--- src/rtl/dwa_element_selector_pkg.sv ---
`default_nettype none
// ============================================================================
//  Module   : dwa_element_selector_pkg
//  Brief    : Shared constants and types for the DEM element selector.
//  Revision : 1.0 - initial release
// ============================================================================
package dwa_element_selector_pkg;

    localparam int OUTPUT_WIDTH = 4;
    localparam int NUM_ELEM     = 2**OUTPUT_WIDTH - 1;
    localparam int PTR_WIDTH    = $clog2(NUM_ELEM);

    typedef enum logic {
        DEM_THERM = 1'b0,
        DEM_DWA   = 1'b1
    } dem_mode_e;

    typedef logic [NUM_ELEM-1:0] elem_vec_t;

endpackage
`default_nettype wire

--- src/rtl/dwa_element_selector_therm_rotator.sv ---
`default_nettype none
// ============================================================================
//  Module   : dwa_element_selector_therm_rotator
//  Brief    : Combinational thermometer mask of n ones, rotated left by b.
//  Revision : 1.0 - initial release
// ============================================================================
module dwa_element_selector_therm_rotator
#(
    parameter int CODE_WIDTH = 4,
    parameter int NUM_ELEM   = 15,
    parameter int PTR_WIDTH  = $clog2(NUM_ELEM)
) (
    input  logic [CODE_WIDTH-1:0] n_i,
    input  logic [PTR_WIDTH-1:0]  b_i,
    output logic [NUM_ELEM-1:0]   rot_o
);

    logic [NUM_ELEM-1:0]   mask;
    logic [2*NUM_ELEM-1:0] dbl;

    for (genvar k = 0; k < NUM_ELEM; k++) begin : g_mask
        assign mask[k] = (n_i > CODE_WIDTH'(k));
    end

    // Bits pushed past the top of the doubled word fold back onto element 0 upward.
    assign dbl   = {mask, mask} << b_i;
    assign rot_o = dbl[2*NUM_ELEM-1:NUM_ELEM] | dbl[NUM_ELEM-1:0];

endmodule
`default_nettype wire

--- src/rtl/dwa_element_selector.sv ---
`default_nettype none
// ============================================================================
//  Module   : dwa_element_selector
//  Brief    : Maps quantizer level codes to DAC unit-element enables (DWA/therm).
//  Revision : 1.0 - initial release
// ============================================================================
module dwa_element_selector
    import dwa_element_selector_pkg::*;
#(
    parameter int CODE_WIDTH = OUTPUT_WIDTH,
    parameter int NUM_ELEM   = 2**CODE_WIDTH - 1
) (
    input  logic                        clk_i,
    input  logic                        rst_i,
    input  logic                        valid_i,
    input  logic [CODE_WIDTH-1:0]       code_i,
    input  logic                        mode_i,
    input  logic                        clear_ptr_i,
    output logic [NUM_ELEM-1:0]         elem_sel_o,
    output logic                        valid_o,
    output logic [$clog2(NUM_ELEM)-1:0] ptr_o,
    output logic                        clip_o
);

    localparam int PTR_WIDTH = $clog2(NUM_ELEM);
    localparam int SUM_W     = PTR_WIDTH + 1;
    localparam logic [CODE_WIDTH-1:0] C_NUM_CODE = CODE_WIDTH'(NUM_ELEM);
    localparam logic [SUM_W-1:0]      C_NUM_SUM  = SUM_W'(NUM_ELEM);

    dem_mode_e              mode;
    logic                   clip;
    logic [CODE_WIDTH-1:0]  n;
    logic [PTR_WIDTH-1:0]   base;
    logic [SUM_W-1:0]       sum;
    logic [PTR_WIDTH-1:0]   ptr_wrap;
    logic [NUM_ELEM-1:0]    rot_mask;

    logic [NUM_ELEM-1:0]    elem_q, elem_d;
    logic                   valid_q;
    logic                   clip_q, clip_d;
    logic [PTR_WIDTH-1:0]   ptr_q, ptr_d;

    assign mode = dem_mode_e'(mode_i);
    assign clip = (code_i > C_NUM_CODE);
    assign n    = clip ? C_NUM_CODE : code_i;
    assign base = clear_ptr_i ? '0 : ptr_q;

    // b < NUM_ELEM and n <= NUM_ELEM, so one conditional subtract reduces the sum.
    assign sum      = SUM_W'(base) + SUM_W'(n);
    assign ptr_wrap = (sum >= C_NUM_SUM) ? PTR_WIDTH'(sum - C_NUM_SUM) : PTR_WIDTH'(sum);

    dwa_element_selector_therm_rotator #(
        .CODE_WIDTH (CODE_WIDTH),
        .NUM_ELEM   (NUM_ELEM),
        .PTR_WIDTH  (PTR_WIDTH)
    ) u_rot (
        .n_i   (n),
        .b_i   ((mode == DEM_DWA) ? base : '0),
        .rot_o (rot_mask)
    );

    always_comb begin
        elem_d = elem_q;
        clip_d = clip_q;
        ptr_d  = clear_ptr_i ? '0 : ptr_q;
        if (valid_i) begin
            elem_d = rot_mask;
            clip_d = clip;
            ptr_d  = (mode == DEM_DWA) ? ptr_wrap : '0;
        end
    end

    always_ff @(posedge clk_i or posedge rst_i) begin
        if (rst_i) begin
            elem_q  <= '0;
            valid_q <= 1'b0;
            clip_q  <= 1'b0;
            ptr_q   <= '0;
        end else begin
            elem_q  <= elem_d;
            valid_q <= valid_i;
            clip_q  <= clip_d;
            ptr_q   <= ptr_d;
        end
    end

    assign elem_sel_o = elem_q;
    assign valid_o    = valid_q;
    assign clip_o     = clip_q;
    assign ptr_o      = ptr_q;

    a_ptr_range: assert property (@(posedge clk_i) disable iff (rst_i) int'(ptr_q) < NUM_ELEM);

endmodule
`default_nettype wire

--- config.mk ---
export PLATFORM = sky130hd
export DESIGN_NAME = dwa_element_selector
export DESIGN_NICKNAME = d
export VERILOG_FILES = /design/src/rtl/dwa_element_selector_pkg.sv /design/src/rtl/dwa_element_selector_therm_rotator.sv /design/src/rtl/dwa_element_selector.sv
export SDC_FILE = /design/constraint.sdc
export NUM_CORES = 1
export LEC_CHECK = 0
export CAP_MARGIN = 15
export CORE_AREA = 3 3 94 96
export CTS_BUF_LIST = sky130_fd_sc_hd__clkbuf_8
export DETAILED_ROUTE_END_ITERATION = 8
export DIE_AREA = 0 0 97 99
export GPL_TIMING_DRIVEN = 0
export PLACE_DENSITY = 0.53
export SYNTH_ARGS = -nofsm -noshare
export SYNTH_HDL_FRONTEND = slang
export SYNTH_HIERARCHICAL = 1
export SYNTH_SLANG_ARGS = --single-unit
--- constraint.sdc ---
create_clock -name clk_i -period 2.6 [get_ports clk_i]
set_clock_uncertainty 0.15 [all_clocks]
set_input_delay 0.39 -clock clk_i [delete_from_list [all_inputs] [get_ports clk_i]]
set_output_delay 0.39 -clock clk_i [all_outputs]
set_load 0.005 [all_outputs]
; ---- After elaboration in Yosys (flattened, before gate mapping)
; Cells that the tools add are included.
[totals]
out_inout_bits = 21
input_bits = 9
elab_cells = 31
reg_bits = 21
[classes]
magnitude_cmp = 17
addsub = 2
bitwise_logic = 1
shifts = 1
mux = 6
[ops]
columns = op, count
row1 = greater-than comparator 4 bit (second input constant), 8
row2 = << shifter 30 x 4 -> 30 bit, 1
row3 = two-way mux 4 bit, 6
row4 = greater-than comparator 4 x 3 -> 1 bit (second input constant), 4
row5 = OR 15 bit, 1
row6 = greater-than comparator 4 x 1 -> 1 bit (second input constant), 2
row7 = greater-than comparator 4 x 2 -> 1 bit (second input constant), 2
row8 = adder 4 x 4 -> 5 bit, 1
row9 = greater-or-equal comparator 5 x 4 -> 1 bit (second input constant), 1
row10 = subtractor 4 bit (second input constant), 1

; ---- Depth between registers and ports, before layout
[logic_depth]
ltp_word = 7
mapped_depth = 10
depth_no_buf = 9

; ---- By module
; Netlist, hierarchy kept.
[by_module_without_submodules]
columns = mod, n_inst, cells_per_inst, area_per_inst_um2, seq_area_each_um2
row1 = dwa_element_selector, 1, 110, 1207.4, 500.5
row2 = dwa_element_selector_therm_rotator, 1, 141, 814.5, 0.0

; ---- Worst setup path before layout
; OpenSTA, ideal clock, no wires.
[synth_timing]
kind = input-to-reg
startpoint = input clear_ptr_i
endpoint = register ptr_q[0], in the netlist ptr_o[0]
t_required_ns = 2.326
arrival_ns = 2.130
setup_time_ns = 0.124
path_slack_ns = 0.196
n_path_buf = 0
path_stages = 8
cell_sequence = and2b_1 -> ha_1 -> ha_1 -> a21boi_0 -> o41a_2 -> mux2i_1 -> a22o_1 -> a211o_1
[synth_between]
elab_chain_len = 6
word_cells_on_any_way = 7
classes_between = add/sub: 2 / order compare: 1 / mux: 4
[synth_lines]
columns = element, line
row1 = start: declaration, dwa_element_selector.sv:18  ; input logic clear_ptr_i,
row2 = two-way mux 4 bit (*), -
row3 = adder 4 x 4 -> 5 bit, dwa_element_selector.sv:49  ; assign sum = SUM_W'(base) + SUM_W'(n);
row4 = subtractor 4 bit or greater-or-equal comparator 5 x 4 -> 1 bit (tied branches), dwa_element_selector.sv:50  ; assign ptr_wrap = (sum >= C_NUM_SUM) ? PTR_WIDTH'(sum - C_NUM_SUM) : PTR_WIDTH'(sum);
row5 = two-way mux 4 bit, dwa_element_selector.sv:50
row6 = two-way mux 4 bit, dwa_element_selector.sv:69  ; ptr_d = (mode == DEM_DWA) ? ptr_wrap : '0;
row7 = two-way mux 4 bit (*), dwa_element_selector.sv:66  ; if (valid_i) begin
row8 = net ptr_d[0], dwa_element_selector.sv:41  ; logic [PTR_WIDTH-1:0] ptr_q, ptr_d;
row9 = end signal: assignment, dwa_element_selector.sv:83  ; ptr_q <= ptr_d;
row10 = end: declaration, dwa_element_selector.sv:41
; The timed path passes the listed nets; every way through them passes the cells marked *.
; A chain may end at the register's enable or synchronous reset.

; ---- Final worst setup path
; Same ends and word-level chain as after synthesis.

==> flow_summary.toml <==
[status]
status = "complete, no violations"

[logic_synthesis]
ys_seq_elements = 20
synthArstFlopShare = 1.000
ys_warn_count = 6
yosysUniqueCellTypes = 63
ys_seq_area_frac = 0.2475
synth-edff-count = 0
ys.flop_type = "dfrtp_1"
syn_avg_cell_area_um2 = 8.056
syn_area_mm2 = 0.002022
netlist_instances = 251
syn_nets = 264

[global_routing]
antenna_found_initial = 0
track_usage = 0.1155
grt_pass1_wl_mm = 9.466
grt_pass1_vias = 1963
grt_overflow = 0
grt_max_degree = 21

[route]
route.detailed.drc = 0
dr.pass1.iters = 4
wl_per_cell_um = 14.26
drt_first_iter_violations = 232
routed_via_density = 5.287
ant_nets = 0
num_vias = 2062
wirelength_mm = 5.561

[timing]
rsz0062_at_grt = "no"
min_period_ns = 2.466
tightest_slew_ns = 0.7512
worst_slack_ns = 0.1339
drv_slew = 0
tns_ns = 0
period_share = 0.9485
fmax_mhz = 405.5
maxSlewHeadroom = 0.4987
finalSetupViolCount = 0
finalHoldViolations = 0

[cells_and_area]
area_growth_pct = 25.68
layout-drive-gt1-share = 0.2175
final_util = 0.3124
fill_cells = 848
final_cells = 390
fin_nets = 299
final_cell_mix = "a21oi_1 (23), clkdlybuf4s50_1 (23), nand2_1 (21)"
n_antenna_cell = 0

[floorplan]
rows = 33
fp.coreArea_mm2 = 0.008134
start_util = 0.2486
die_h_um = 99
die_w_um = 97
io_pins = 30
die_area_mm2 = 0.009603

[critical_path]
cp_top_family = "compound AO/OA/AOI/OAI gates"
crit_buf_inv = 1
cp_cell_sequence = "clkbuf_2 -> and2b_1 -> ha_2 -> ha_2 -> a21boi_0 -> o41a_2 -> mux2i_1 -> a22o_1 -> a211o_1"
path_max_fanout = 8
setup.worst_path.class = "in2reg"
cp.arrival_ns = 2.46
crit_required_ns = 2.60
end_kind = "flop"
max_stage_delay_ns = 0.54
crit_path_frequent_cell = "ha_2"
slowest_stage = "o41a_2"
worstSetupStartpointType = "primary input"

[pwr]
powerDensity_mw_per_mm2 = 455.6
p_leak_nw = 1.034
power_mw = 1.158
ir_worst_vdd_v = 0.0003073

[clock_network]
cts_tree = "built"
clock_latency_ns = 0.26
h-tree-depth = 1
root_buffer = "clkbuf_8"
clock_path_buffers = 2
cts_made_buffers = 3
clkTransAtPathRegs_ns = 0.08
cts.sinks = 20

[placed_design]
port_buffers = 27
dp_hpwl_mm = 4.239
post-place-ws_ns = -0.6656
gp_congestion = 0.8713
dp.cells = 383

[run]
maxCapViolCount = 0

[min_path]
hold_class = "reg2reg"
-- metal layers --
layer / part of all wire / track usage
met5: 0 / 0
met4: 0.014 / 0.03348
met3: 0.040 / 0.01203
met2: 0.44 / 0.1805
met1: 0.51 / 0.1682
-- cells by family (layout without fill, tap and decap cells) --
group | after synthesis | after routing | share of synthesized area
AOI/OAI and AO/OA | 92 | 92 | 0.3348
adders and majority gates | 4 | 4 | 0.02475
and+or+nand+nor | 80 | 80 | 0.1962
buffers and inverters | 33 | 67 | 0.08106
other | 1 | 1 | 0.001855
muxes | 20 | 20 | 0.1095
xor gates and xnor gates | 1 | 1 | 0.004332
DFF | 20 | 20 | 0.2475
-- worst register-to-register path, stage by stage (launching register included) --
cell	delay [ns]
dfrtp_1	0.36
and2b_1	0.18
ha_2	0.23
ha_2	0.21
a21boi_0	0.09
o41a_2	0.54
mux2i_1	0.14
a22o_1	0.20
a211o_1	0.27
-- path summary, 6_finish.rpt --
path | from | endpoint | slack [ns] | cells past startpoint
min reg2reg | elem_sel_o[10] | elem_sel_o[10] | 0.36 | 1
min in group asynchronous | rst_i | elem_sel_o[0] | 0.41 | 2
max | clear_ptr_i | ptr_o[0] | 0.13 | 9
max reg2reg | ptr_o[0] | ptr_o[0] | 0.14 | 8
min | elem_sel_o[10] | elem_sel_o[10] | 0.36 | 1
max in group asynchronous | rst_i | ptr_o[1] | 1.37 | 2
-- synth_stat cells, types with 5 or more instances --
cell      number  share of area
a21oi_1       23          0.057
nand2_1       21          0.039
dfrtp_1       20           0.25
nor2_1        18          0.033
mux2_2        17          0.095
buf_2         11          0.027
o21ai_0       11          0.027
inv_1          9          0.017
nor3_1         9          0.022
nand3_1        7          0.017
clkbuf_1       5         0.0093
o21a_1         5          0.019
-- per-stage QoR --
step,hold slack (ns),area [um^2]
global placement,0.3441,2424
finish,0.3606,2541
global route,0.3744,2541
CTS,0.3671,2526
detailed placement,0.3458,2424
floorplan,0.2038,2022
-- flip-flops by register name, summed over array words and instances (netlist names) --
name        count
valid_o         1
elem_sel_o     15
ptr_o           4
-- report_power, final --
part / internal [mW] / total, mW / leakage, nW / switching [mW]
Clock: 0.205 / 0.315 / 0.0357 / 0.110
Combinational: 0.237 / 0.462 / 0.759 / 0.224
Sequential: 0.354 / 0.381 / 0.239 / 0.0273
-- final cells by class --
cell class	instances	area (um^2)	share of cell area
Multi-Input combinational cell	198	1381	0.5436
Clock inverter	1	30.03	0.01182
Sequential cell	20	501.7	0.1974
Buffer	22	126.4	0.04973
Inverter	11	45.04	0.01773
Timing Repair Buffer	30	284.0	0.1118
Tap cell	105	131.4	0.05170
Clock buffer	3	41.29	0.01625
-- what timing repair did --
item / in CTS / in global routing
resized for setup: 7 / 16
cloned: 0 / 0
hold buffers: 0 / 0
setup buffers: 3 / 0
endpoints found under the setup margin: 18 / 17
pin swaps: 1 / 0
Power figures use the tool's default switching activity.
